$ cat config.mk
export PLATFORM = sky130hd
export DESIGN_NAME = ps_shift_sequencer
export DESIGN_NICKNAME = d
export VERILOG_FILES = /design/src/rtl/ps_shift_sequencer.sv
export SDC_FILE = /design/constraint.sdc
export NUM_CORES = 1
export LEC_CHECK = 0
export ABC_AREA = 1
export CORE_MARGIN = 4
export CORE_UTILIZATION = 50
export DETAILED_ROUTE_END_ITERATION = 10
export PLACE_DENSITY = 0.81
export SKIP_LAST_GASP = 1
export SLEW_MARGIN = 10
export SYNTH_ARGS = -nofsm -noshare
export SYNTH_HDL_FRONTEND = slang
export SYNTH_SLANG_ARGS = --single-unit
$ cat constraint.sdc
create_clock -name i_clk -period 3.2 [get_ports i_clk]
set_clock_uncertainty 0.05 [all_clocks]
set_input_delay 0.64 -clock i_clk [delete_from_list [all_inputs] [get_ports i_clk]]
set_output_delay 0.64 -clock i_clk [all_outputs]
set_load 0.02 [all_outputs]
$ cat src/rtl/ps_shift_sequencer.sv
// ps_shift_sequencer: parallel-load / serial-shift word transfer controller.
// A word is accepted over a valid/ready handshake, shifted out MSB-first one bit
// per bit-tick while ser_in is captured into the vacated LSB, and the received
// word is presented with a one-cycle out_valid strobe (during the DONE state).
// Optional feature macro: PS_SEQ_PARITY_EN appends a parity bit tick and
// reports a receive parity mismatch on o_out_err.
//
// state   | meaning
// S_IDLE  | waiting for a word, in_ready high
// S_SHIFT | bit-ticks every DIV cycles, shifting out / in
// S_DONE  | received word valid for one cycle, then back to idle
module ps_shift_sequencer #(
    parameter int WIDTH = 4,
    parameter int DIV   = 1
) (
    input  logic             i_clk,
    input  logic             i_reset,
    input  logic             i_in_valid,
    input  logic [WIDTH-1:0] i_in_data,
    output logic             o_in_ready,
    output logic             o_ser_out,
    input  logic             i_ser_in,
    output logic             o_shift_en,
    output logic             o_busy,
    output logic             o_out_valid,
    output logic [WIDTH-1:0] o_out_data,
    output logic             o_out_err
);

`ifdef PS_SEQ_PARITY_EN
    localparam int NTICK = WIDTH + 1;
`else
    localparam int NTICK = WIDTH;
`endif
    localparam int CW = $clog2(NTICK + 1);
    localparam int DW = (DIV > 1) ? $clog2(DIV) : 1;
    localparam logic [DW-1:0] DIV_TC  = DW'(DIV - 1);
    localparam logic [CW-1:0] LAST_BC = CW'(NTICK - 1);

    typedef enum logic [1:0] {
        S_IDLE  = 2'd0,
        S_SHIFT = 2'd1,
        S_DONE  = 2'd2
    } state_t;

    state_t           r_state;
    logic [WIDTH-1:0] r_shreg;
    logic [CW-1:0]    r_bitcnt;
    logic [DW-1:0]    r_divcnt;
    logic             r_out_valid;
    logic [WIDTH-1:0] r_out_data;

    logic             w_tick;
    logic             w_last;
    logic [WIDTH-1:0] w_rx_word;

    assign w_tick    = (r_state == S_SHIFT) && (r_divcnt == DIV_TC);
    assign w_last    = (r_bitcnt == LAST_BC);
    assign w_rx_word = {r_shreg[WIDTH-2:0], i_ser_in};

`ifdef PS_SEQ_PARITY_EN
    logic r_par;
    logic r_out_err;
    logic w_par_tick;

    // the parity bit tick follows the last data bit; it is sent but never shifted in
    assign w_par_tick = (r_bitcnt == CW'(WIDTH));

    // tx parity capture at accept and rx parity check on the parity tick
    always_ff @(posedge i_clk or posedge i_reset) begin
        if (i_reset) begin
            r_par     <= 1'b0;
            r_out_err <= 1'b0;
        end else begin
            if (r_state == S_IDLE && i_in_valid)
                r_par <= ^i_in_data;
            if (w_tick && w_par_tick)
                r_out_err <= i_ser_in ^ (^r_shreg);
        end
    end

    assign o_ser_out = (r_state == S_SHIFT) ? (w_par_tick ? r_par : r_shreg[WIDTH-1]) : 1'b0;
    assign o_out_err = r_out_err;
`else
    assign o_ser_out = (r_state == S_SHIFT) ? r_shreg[WIDTH-1] : 1'b0;
    assign o_out_err = 1'b0;
`endif

    // main sequencer: handshake, bit-tick divider, shift register and result capture
    always_ff @(posedge i_clk or posedge i_reset) begin
        if (i_reset) begin
            r_state     <= S_IDLE;
            r_shreg     <= '0;
            r_bitcnt    <= '0;
            r_divcnt    <= '0;
            r_out_valid <= 1'b0;
            r_out_data  <= '0;
        end else begin
            case (r_state)
                S_IDLE: begin
                    r_out_valid <= 1'b0;
                    if (i_in_valid) begin
                        r_shreg  <= i_in_data;
                        r_bitcnt <= '0;
                        r_divcnt <= '0;
                        r_state  <= S_SHIFT;
                    end
                end
                S_SHIFT: begin
                    if (w_tick) begin
                        r_divcnt <= '0;
                        r_bitcnt <= r_bitcnt + CW'(1);
`ifdef PS_SEQ_PARITY_EN
                        if (!w_par_tick)
                            r_shreg <= w_rx_word;
                        if (w_last) begin
                            r_out_data  <= r_shreg;
                            r_out_valid <= 1'b1;
                            r_state     <= S_DONE;
                        end
`else
                        r_shreg <= w_rx_word;
                        if (w_last) begin
                            r_out_data  <= w_rx_word;
                            r_out_valid <= 1'b1;
                            r_state     <= S_DONE;
                        end
`endif
                    end else begin
                        r_divcnt <= r_divcnt + DW'(1);
                    end
                end
                S_DONE: begin
                    r_out_valid <= 1'b0;
                    r_state     <= S_IDLE;
                end
                default: begin
                    r_out_valid <= 1'b0;
                    r_state     <= S_IDLE;
                end
            endcase
        end
    end

    assign o_in_ready  = (r_state == S_IDLE);
    assign o_busy      = (r_state != S_IDLE);
    assign o_shift_en  = w_tick;
    assign o_out_valid = r_out_valid;
    assign o_out_data  = r_out_data;

endmodule

* Yosys cells after proc, flatten, opt, wreduce, memory -nomap -nowiden
Cells that the tools add are included.
W data, S select, Z words.
** Operators by class
- Muxes and demuxes :: 17
- Reduce and logical (&&, ||, !) cells :: 9
- Bitwise gates (word level) :: 1
- Eq/ne operators :: 5
- Add/subtract/negate cells :: 2
** Operators by type and width (count)
- $reduce_and A3 Y1 :: 3
- $mux W4 :: 2
- $pmux W4 S2 :: 1
- $mux W1 :: 6
- $mux W2 :: 3
- $mux W3 :: 2
- $ne A2 B2 Y1 const B :: 3
- $pmux W3 S2 :: 1
- $pmux W2 S2 :: 1
- $reduce_and A2 Y1 :: 2
- $reduce_bool A2 Y1 :: 2
- $add A3 B1 Y3 const B :: 1
- $eq A3 B2 Y1 const B :: 1
- $eq A2 B1 Y1 const B :: 1
- $logic_not A2 Y1 :: 1
- $pmux W1 S2 :: 1
- $add A1 B1 Y1 const B :: 1
- $logic_and A1 B1 Y1 :: 1
- $not A1 Y1 :: 1
** Word-level totals
- Register bits :: 15
- Output and inout bits :: 10
- Input bits :: 8

* Longest topological paths before layout
- Depth after elaboration :: 4
- Depth in mapped cells :: 7

* Worst setup path after synthesis
Ideal clock, no wire load.
- Path kind :: register to output
- Start point :: reg r_state[1]
- End point :: out o_ser_out
- Arrival :: 926 ps
- Slack :: 1584 ps
- Stages on the path, launching flop included :: 4
- Required time :: 2510 ps
- Cells stage by stage :: dfrtp_1 > inv_2 > nand2_2 > nor2_1
** Between the ends
- Cells in the longest elaborated chain, start to end :: 2
** Ends and longest elaborated chain
- start: declaration :: RTL line 46 : state_t r_state;
- start signal: assignment :: RTL line 92 : r_state <= S_IDLE;
- start signal: assignment :: RTL line 106 : r_state <= S_SHIFT;
- start signal: assignment :: RTL line 126 : r_state <= S_DONE;
- $eq A2 B1 Y1 :: RTL line 85 : assign o_ser_out = (r_state == S_SHIFT) ? r_shreg[WIDTH-1] : 1'b0;
- $mux W1 :: RTL line 85
- end: declaration :: RTL line 21 : output logic o_ser_out,
No other way between the ends.

* Final worst setup path
- Start point :: reg r_state[0]
- End point :: out o_shift_en
** Between the ends
- Cells in the longest elaborated chain, start to end :: 2
** Ends and longest elaborated chain
- $eq A2 B1 Y1 :: RTL line 57 : assign w_tick = (r_state == S_SHIFT) && (r_divcnt == DIV_TC);
- $logic_and A1 B1 Y1 :: RTL line 57
- end: declaration :: RTL line 23 : output logic o_shift_en,
No other way between the ends.

==> flow_summary_export.csv <==
group,metric,value,unit
outcome,status,"finished clean",
clock_network,insertion_delay,0.28,ns
setup_path,cp.arrival,1.81,ns
min_path,worstHoldStart,"o_out_data[1]",
yosys,synth-async-reset-ratio,100.0,%
sta,finalSetupTns,0,ns
global_routing,grt_use_total,17.08,%
yosys,synth_ff_type,"dfrtp_1",
die,ios,18,
yosys,synth_top_area_share,50.93,%
yosys,synth_common_cells,"28 x nand2_1, 15 x dfrtp_1, 11 x nand3_1, 10 x inv_1, 9 x nor2_1",
min_path,min_to,"o_out_data[1]",
routing,drt_wl_total,1.472,mm
min_path,min_path_type,"register to register",
sta,rsz0062_at_grt,"false",
setup_path,r2r_cells,7,
setup_path,cp-start-kind,"register",
die,die_y,46.39,µm
yosys,syn_area,737.0,µm²
sta,fin_ws,0.7002,ns
sta,max_slew.worst_pin.slew,0.5613,ns
setup_path,reg2reg_setup_slack,1.72,ns
routing,drt-initial-drc-count,19,
clock_network,postCtsHoldBufs,0,
sta,hold_violations,0,
sta,relSlewSlack,62.54,%
placed_design,place.gp.congestion,0.8821,
flow_run,maxCapViolCount,0,
setup_path,cp-end-kind,"output port",
cells_and_area,drive_gt1_share,10.19,%
yosys,synth-seq-cells,15,
routing,routedWlPerCell,11.97,µm
routing,antenna_left,0,
cells_and_area,fin_nets,119,
die,dieWidth,46.39,µm
min_path,hold_depth,2,
routing,remaining_drc_errors,0,
global_routing,grt-ovfl-total,0,
clock_network,post_cts_buffers,0,
setup_path,reg2reg_from,"r_bitcnt[0]",
sta,slew_viol_final,0,
power_and_ir_drop,ir_drop,0.4946,mV
yosys,synth_area_per_cell,8.188,µm²
yosys,synth_cell_types,15,
sta,final.hold.worst_slack,0.4440,ns
clock_network,cts_sinks,15,
clock_network,cts_buffer_depth,2,
placed_design,dp_slack,1.033,ns
yosys,ys_seq_area_share,50.93,%
global_routing,antenna_found_initial,0,
clock_network,postCtsResizedCells,0,
cells_and_area,n_antenna_cell,0,
sta,finalSetupViolCount,0,
routing,routed-via-count,624,
global_routing,grt_pass1_vias,636,
power_and_ir_drop,p_leak,0.4908,nW
die,die_area,2152,µm²
routing,drt-pass1-iter-count,5,
setup_path,path_max_fanout,9,
setup_path,worstSetupStartpoint,"r_state[0]",
clock_network,clkTransAtPathRegs,0.09,ns
die,core_area,1350,µm²
placed_design,numPortBuffers,16,
clock_network,cts_htree_levels,1,
sta,fmax,0.4000,GHz
clock_network,cts_tree,"done",
yosys,synth_most_common_cell,"nand2_1",
yosys,synth_edf_count,0,
yosys,synth_top_area_cell,"dfrtp_1",
yosys,synth_warnings,0,
sta,period_needed,2.500,ns
routing,vias_per_cell,5.073,
setup_path,crit_required,2.51,ns
cells_and_area,area_delta_synth_final,25.47,%
yosys,syn_nets,100,
global_routing,grt_pass1_wl,2.553,mm
power_and_ir_drop,cellPowerDensity,1022,nW/µm²
yosys,netlist_top_cells_area,"dfrtp_1 51%, nand2_1 14%, nand3_1 7.5%",
clock_network,cts-root-buf,"clkbuf_4",
yosys,syn_inst,90,
clock_network,cts_buffers,3,
global_routing,grt_max_degree,16,
setup_path,crit_type,"register to output port",
die,start_util,54.59,%
placed_design,hpwlAfterDp,1.091,mm
die,rows,13,
setup_path,reg2reg_to,"o_out_data[3]",
sta,timing.final.crit_share,78.12,%
-- flip-flops by register name, summed over array words and instances, names as in the netlist --
register     count
r_bitcnt         3
r_state          2
r_divcnt         1
r_shreg          4
o_out_valid      1
o_out_data       4
-- metal layers --
metal | wire length, µm | global-route usage, % | vias up
met5 | 0 | 0 | -
met3 | 79 | 6.641 | 8
met2 | 685 | 26.10 | 17
li1 | - | - | 312
met4 | 40 | 9.659 | 0
met1 | 666 | 20.24 | 287
-- per-stage QoR --
step                utilization (%)  power, mW  instance area, µm²  instances
finish                        68.49     0.9445               924.6        123
global route                  68.49      1.033               924.6        123
CTS                           68.49     0.9512               924.6        123
detailed placement            66.45     0.8409               897.1        119
global placement              66.45     0.8301               897.1        119
floorplan                         -     0.6663               737.0         90
-- how the worst max path moves through the flow --
| stage | end | slack, ns | depth (start not counted) |
|---|---|---|---|
| after floorplan | o_ser_out | 1.58 | 3 |
| after global placement | o_shift_en | 1.06 | 3 |
| after detailed placement | o_shift_en | 1.03 | 3 |
| after CTS | o_shift_en | 0.70 | 3 |
| after global routing | o_shift_en | 0.59 | 3 |
| final | o_shift_en | 0.70 | 3 |
-- cell usage in the layout (no fill, tap or decap) --
master	netlist	routed
nand3_2	1	1
nor2_1	9	9
nand2_2	1	1
dfrtp_1	15	15
o21ai_0	5	5
inv_2	2	2
inv_1	10	10
conb_1	1	1
nand2_1	28	28
clkbuf_4	0	3
clkdlybuf4s50_1	0	16
nor2_4	1	1
nand2_4	2	2
clkinv_2	0	1
nand3_1	11	11
ha_1	2	2
-- cells by family after synthesis --
logic type,after synthesis,synth area share (%)
adders and majority gates,2,3.395
other,1,0.5088
buffers and inverters,14,8.660
DFF,15,50.93
AOI/OAI and AO/OA,5,3.395
and+or+nand+nor,53,33.11
-- final cells by class --
class | instances | area (µm²)
timing repair buffer | 16 | 160.2
fill | 114 | 425.4
sequential | 15 | 375.4
inverter | 12 | 45.04
tap | 15 | 18.77
multi-input combinational | 61 | 297.8
clock buffer | 3 | 22.52
clock inverter | 1 | 5.005
-- where the power goes --
part / total, mW / switching [mW] / internal (mW)
clock network: 0.106 / 0.0597 / 0.0465
registers: 0.329 / 0.0601 / 0.269
logic: 0.509 / 0.302 / 0.207
-- critical path, stage by stage (launching register included) --
cell and delay (ns):
dfrtp_1 0.56, nand3_2 0.26, inv_1 0.10, clkdlybuf4s50_1 0.60
Power figures use the tool's default switching activity.
